File: src/rtl/core_ctrl_pkg.sv
// Shared types for the core pipeline sequencer: FSM state encoding and the
// hazard-unit request code.
package core_ctrl_pkg;

    typedef enum logic [1:0] {
        ST_RUN        = 2'd0,
        ST_LOAD_STALL = 2'd1,
        ST_MEM_WAIT   = 2'd2,
        ST_HALT       = 2'd3
    } ctrl_state_t;

    localparam logic [1:0] HAZ_REQ = 2'b01;

endpackage

File: src/rtl/sat_counter.sv
// Saturating up-counter with synchronous clear (clear wins over increment).
// One-cycle update latency; no backpressure, holds at all-ones.
module sat_counter #(
    parameter int CNT_W = 16
) (
    input  logic             clk,
    input  logic             rst_n,
    input  logic             i_inc,
    input  logic             i_clr,
    output logic [CNT_W-1:0] o_count
);

    logic [CNT_W-1:0] r_count;

    always_ff @(posedge clk or negedge rst_n) begin
        if (!rst_n) begin
            r_count <= '0;
        end else if (i_clr) begin
            r_count <= '0;
        end else if (i_inc && (r_count != {CNT_W{1'b1}})) begin
            r_count <= r_count + {{(CNT_W-1){1'b0}}, 1'b1};
        end
    end

    assign o_count = r_count;

endmodule

File: src/rtl/pipeline_control_unit.sv
// Pipeline sequencer: per-stage enable/clear strobes, Mealy (zero-cycle) from state and inputs.
// Stalls on load-use, memory wait and halt; memory wait has top priority.
module pipeline_control_unit
    import core_ctrl_pkg::*;
#(
    parameter int LOAD_STALL_CYCLES = 1,
    parameter int MEM_TIMEOUT       = 15,
    parameter int CNT_W             = 16
) (
    input  logic             clk,
    input  logic             rst_n,
    input  logic [1:0]       hazard_nop,
    input  logic [1:0]       hazard_flush,
    input  logic             mem_req,
    input  logic             mem_ready,
    input  logic             halt_req,
    input  logic             resume,
    input  logic             cnt_clr,
    output logic             pc_en,
    output logic             if_id_en,
    output logic             if_id_clr,
    output logic             id_ex_en,
    output logic             id_ex_clr,
    output logic             ex_mem_en,
    output logic             mem_wb_en,
    output logic             mem_wb_clr,
    output logic             halted,
    output logic             mem_error,
    output logic [CNT_W-1:0] stall_count,
    output logic [CNT_W-1:0] flush_count
);

    localparam logic [7:0] TIMEOUT  = 8'(MEM_TIMEOUT);
    localparam logic [2:0] LS_EXTRA = 3'(LOAD_STALL_CYCLES - 1);

    ctrl_state_t r_state, w_state_nxt;
    logic [7:0]  r_timer, w_timer_nxt;
    logic [2:0]  r_ls_left, w_ls_left_nxt;
    logic        r_mem_error, w_mem_error_nxt;
    logic        w_mem_wait, w_flush_req, w_nop_req;
    logic        w_stall_inc, w_flush_inc;

    assign w_mem_wait  = mem_req && !mem_ready;
    assign w_flush_req = (hazard_flush == HAZ_REQ);
    assign w_nop_req   = (hazard_nop == HAZ_REQ);

    always_comb begin
        pc_en           = 1'b1;
        if_id_en        = 1'b1;
        if_id_clr       = 1'b0;
        id_ex_en        = 1'b1;
        id_ex_clr       = 1'b0;
        ex_mem_en       = 1'b1;
        mem_wb_en       = 1'b1;
        mem_wb_clr      = 1'b0;
        w_state_nxt     = r_state;
        w_timer_nxt     = r_timer;
        w_ls_left_nxt   = r_ls_left;
        w_mem_error_nxt = r_mem_error;
        w_flush_inc     = 1'b0;

        case (r_state)
            ST_RUN, ST_LOAD_STALL: begin
                if (w_mem_wait) begin
                    // Freeze everything and squash whatever would leave MEM; a pending bubble count is dropped.
                    pc_en         = 1'b0;
                    if_id_en      = 1'b0;
                    id_ex_en      = 1'b0;
                    ex_mem_en     = 1'b0;
                    mem_wb_en     = 1'b0;
                    mem_wb_clr    = 1'b1;
                    w_timer_nxt   = 8'd1;
                    w_ls_left_nxt = 3'd0;
                    if (TIMEOUT <= 8'd1) begin
                        w_mem_error_nxt = 1'b1;
                        w_state_nxt     = ST_HALT;
                    end else begin
                        w_state_nxt = ST_MEM_WAIT;
                    end
                end else if (r_state == ST_LOAD_STALL) begin
                    pc_en         = 1'b0;
                    if_id_en      = 1'b0;
                    id_ex_clr     = 1'b1;
                    w_ls_left_nxt = r_ls_left - 3'd1;
                    if (r_ls_left <= 3'd1) begin
                        w_state_nxt = ST_RUN;
                    end
                end else if (w_flush_req) begin
                    if_id_clr   = 1'b1;
                    w_flush_inc = 1'b1;
                end else if (w_nop_req) begin
                    pc_en     = 1'b0;
                    if_id_en  = 1'b0;
                    id_ex_clr = 1'b1;
                    if (LS_EXTRA != 3'd0) begin
                        w_ls_left_nxt = LS_EXTRA;
                        w_state_nxt   = ST_LOAD_STALL;
                    end
                end else if (halt_req) begin
                    w_state_nxt = ST_HALT;
                end
            end
            ST_MEM_WAIT: begin
                if (mem_ready) begin
                    w_state_nxt = ST_RUN;
                end else begin
                    pc_en       = 1'b0;
                    if_id_en    = 1'b0;
                    id_ex_en    = 1'b0;
                    ex_mem_en   = 1'b0;
                    mem_wb_en   = 1'b0;
                    mem_wb_clr  = 1'b1;
                    w_timer_nxt = r_timer + 8'd1;
                    if (w_timer_nxt >= TIMEOUT) begin
                        w_mem_error_nxt = 1'b1;
                        w_state_nxt     = ST_HALT;
                    end
                end
            end
            ST_HALT: begin
                if (resume) begin
                    w_state_nxt     = ST_RUN;
                    w_mem_error_nxt = 1'b0;
                end else begin
                    // Front end frozen with bubbles injected; back end keeps draining.
                    pc_en     = 1'b0;
                    if_id_en  = 1'b0;
                    id_ex_clr = 1'b1;
                end
            end
            default: begin
                w_state_nxt = ST_RUN;
            end
        endcase
    end

    always_ff @(posedge clk or negedge rst_n) begin
        if (!rst_n) begin
            r_state     <= ST_RUN;
            r_timer     <= 8'd0;
            r_ls_left   <= 3'd0;
            r_mem_error <= 1'b0;
        end else begin
            r_state     <= w_state_nxt;
            r_timer     <= w_timer_nxt;
            r_ls_left   <= w_ls_left_nxt;
            r_mem_error <= w_mem_error_nxt;
        end
    end

    assign w_stall_inc = !pc_en && (r_state != ST_HALT);
    assign halted      = (r_state == ST_HALT);
    assign mem_error   = r_mem_error;

    sat_counter #(.CNT_W(CNT_W)) u_stall_cnt (
        .clk     (clk),
        .rst_n   (rst_n),
        .i_inc   (w_stall_inc),
        .i_clr   (cnt_clr),
        .o_count (stall_count)
    );

    sat_counter #(.CNT_W(CNT_W)) u_flush_cnt (
        .clk     (clk),
        .rst_n   (rst_n),
        .i_inc   (w_flush_inc),
        .i_clr   (cnt_clr),
        .o_count (flush_count)
    );

endmodule

File: config.mk
export PLATFORM = sky130hd
export DESIGN_NAME = pipeline_control_unit
export DESIGN_NICKNAME = d
export VERILOG_FILES = /design/src/rtl/core_ctrl_pkg.sv /design/src/rtl/sat_counter.sv /design/src/rtl/pipeline_control_unit.sv
export SDC_FILE = /design/constraint.sdc
export NUM_CORES = 1
export LEC_CHECK = 0
export CELL_PAD_IN_SITES_DETAIL_PLACEMENT = 1
export CELL_PAD_IN_SITES_GLOBAL_PLACEMENT = 1
export CORE_UTILIZATION = 39
export CTS_CLUSTER_DIAMETER = 150
export CTS_CLUSTER_SIZE = 25
export DETAILED_ROUTE_END_ITERATION = 12
export PLACE_DENSITY = 0.77
export SLEW_MARGIN = 10
export SYNTH_ARGS = -nofsm -noshare
export SYNTH_HDL_FRONTEND = slang
export SYNTH_SLANG_ARGS = --single-unit
File: constraint.sdc
create_clock -name clk -period 2.3 [get_ports clk]
set_input_delay 0.46 -clock clk [delete_from_list [all_inputs] [get_ports clk]]
set_output_delay 0.46 -clock clk [all_outputs]
set_load 0.02 [all_outputs]
==> results.toml <==
[timing]
worstMarginPinSlew_ns = 0.572
fin_crit_ns = 2.26
finalHoldWorstSlack_ns = 0.143
timing.final.max_slew_violations = 0
hold_violations = 0
fin_worst_skew_ns = 0.00863
slew_headroom_pct = 61.9
setup_slack_ns = 0.0390
setup_viol = 0
post-route-period-util_pct = 98.3
max_freq_mhz = 442
rsz0062_at_grt = "yes"

[logic_synthesis]
synth_area_leaders = "dfrtp_1 (42%), o21ai_0 (4.8%), xnor2_1 (3.8%)"
synth-seq-cells = 46
avgSynthCellArea_um2 = 9.12
synth_cell_types = 54
synth-warning-count = 0
async_flop_share_pct = 100
synth_area_leader_cell = "dfrtp_1"
synth_edf_count = 0
synth_top_family_by_area = "simple AND/OR/NAND/NOR gates"
yosys.area_share.adder_pct = 2.74
synthesis.nets = 317
ys_seq_area_share_pct = 42.1
synth.mux.area_fraction_pct = 2.10
synth_top_area_share_pct = 42.1
syn_inst = 300
synth_area_um2 = 2740
synth_ff_type = "dfrtp_1"
synth_xor_area_share_pct = 6.08
synth-simple-area-share_pct = 28.9
synth_compound_area_share_pct = 14.6

[placement]
pre_cts_ws_ns = -0.281
hpwl_um = 5550
placement.io_buffers = 52
dpl_cell_area_um2 = 3520
place_congestion = 0.768

[routing]
viasPerCell = 5.47
drtPass1Iterations = 4
drc = 0
wire_per_inst_um = 15.8
drtIter0Drc = 79
vias = 2577
ant_nets = 0
wirelength_um = 7460

[critical_path]
critical_path_required_ns = 1.84
critical-path-max-stage-delay_ns = 0.53
endpoint_kind = "output pin"
critical_path.cell_chain = "clkdlybuf4s50_1, nor2b_2, nor2_2, o21ai_1, nand2_1, dlygate4sd2_1"
ff2ff_setup_slack_ns = 0.31
r2r_cells = 7
cp-start-kind = "primary input"
cp.arrival_ns = 1.80
crit_type = "primary input to output pin"
r2r_end = "u_stall_cnt.o_count[8]"
crit_family = "buffers and inverters"
cp_num_buf_inv = 2
crit_fanout = 4
slowest_stage = "clkdlybuf4s50_1"
r2r-start = "r_state[1]"

[clock_tree]
clkSinkCount = 46
clockBufferDepth = 2
clk_latency_ns = 0.30
clk_pin_slew_worst_paths_ns = 0.08
cts_root_buf = "clkbuf_8"
cts_made_buffers = 5
cts_tree = "yes"
htreeDepth = 2

[grt]
overflow = 0
grt_max_degree = 25
antenna_found_initial = 0
grt_pass1_vias = 2637
grt_pass1_wl_um = 12800
grt.total_usage_pct = 21.9

[power_and_ir_drop]
power_uw = 2740
powerDensity_nw_per_um2 = 754
p_leak_uw = 0.00148
ir_drop_uv = 346

[finish]
drive_gt1_share_pct = 14.4
insertedDiodeCount = 0
synthToLayoutAreaGrowth_pct = 32.8
layout_commonest_cell = "dfrtp_1"
final_area_um2 = 3630
final_cell_mix = "dfrtp_1 (46), clkdlybuf4s50_1 (43), buf_4 (26)"
final_nets = 391

[floorplanning]
core_um2 = 6790
die_x_um = 85.8
start_util_pct = 40.3
die-area_um2 = 7360
rows = 30
die_h_um = 85.8
io_pins = 53

[hold_path]
hp-class = "primary input to asynchronous set/reset pin"

[outcome]
status = "complete, no violations"

[run]
drv_cap = 0
worst max-delay path by stage:
| stage | start | endpoint | slack, ns | cells past startpoint |
|---|---|---|---|---|
| final | mem_req | id_ex_clr | 0.04 | 6 |
| after global routing | mem_req | id_ex_clr | -0.02 | 6 |
| after CTS | hazard_flush[0] | if_id_en | 0.003 | 6 |
| after detailed placement | hazard_flush[0] | if_id_en | -0.28 | 6 |
| after global placement | hazard_flush[1] | if_id_en | -0.27 | 6 |
| after floorplan | r_state[1] | id_ex_en | 0.22 | 5 |
power by group:
part           internal, uW  leakage [uW]  total, uW  switching (uW)
Clock                   326     0.0000524        607             281
Combinational           484      0.000797       1080             597
Sequential              904      0.000629       1050             147
logic make-up (layout without fill, tap and decap cells):
family,count (synthesis),after routing
buffers and inverters,20,95
AND/OR/NAND/NOR,138,138
AO/OA/AOI/OAI,66,66
flip-flops,46,46
multiplexers,5,5
adder cells (fa/ha/maj),6,6
XOR/XNOR,19,19
state kept, by name (all words and copies together), names as in the netlist:
name / cells
u_flush_cnt.o_count: 16
r_ls_left: 3
r_timer: 8
u_stall_cnt.o_count: 16
r_state: 2
mem_error: 1
through the flow:
stage / utilization [%] / instances / TNS [ns]
5_1_grt: 53.5 / 471 / -0.0312
4_1_cts: 53.4 / 471 / 0
3_3_place_gp: 51.8 / 463 / -2.26
2_1_floorplan: - / 300 / 0
6_report: 53.5 / 471 / 0
3_5_place_dp: 51.8 / 463 / -2.84
cell type report:
type	count	area, um2
well taps	96	120
flip-flops and latches	46	1150
clock buffers	7	76.3
inverters	8	30.0
fillers	789	3160
repair buffers	79	713
multi-input cells	234	1510
clock inverters	1	30.0
what timing repair did:
action	CTS	global route
pin swaps	1	0
hold buffers	0	0
setup endpoints to repair	8	7
resized for setup	13	5
buffers inserted	0	0
synth_stat cells, types with 6 or more instances:
cell,number
nand3_1,16
dfrtp_1,46
ha_1,6
or3_1,7
nor2_1,27
xor2_1,7
xnor2_1,12
a21oi_1,16
inv_1,8
nand2_1,24
o21ai_0,26
clkbuf_1,6
nand4_1,11
nor3_1,6
and3_1,7
layer usage:
layer  wire length, um  global-route usage [%]
met1              3480                    29.7
met2              3600                    36.2
met3               276                    3.85
met4               102                    5.91
met5                 0                       0
worst reg2reg max path, stage by stage (launching register included):
cell and delay (ns):
dfrtp_1 0.56, o21bai_1 0.16, buf_4 0.16, mux2i_4 0.17, buf_4 0.15, o21ai_2 0.11
or4_1 0.43, a21oi_1 0.18
No activity file was read; power rests on OpenSTA's default activity.
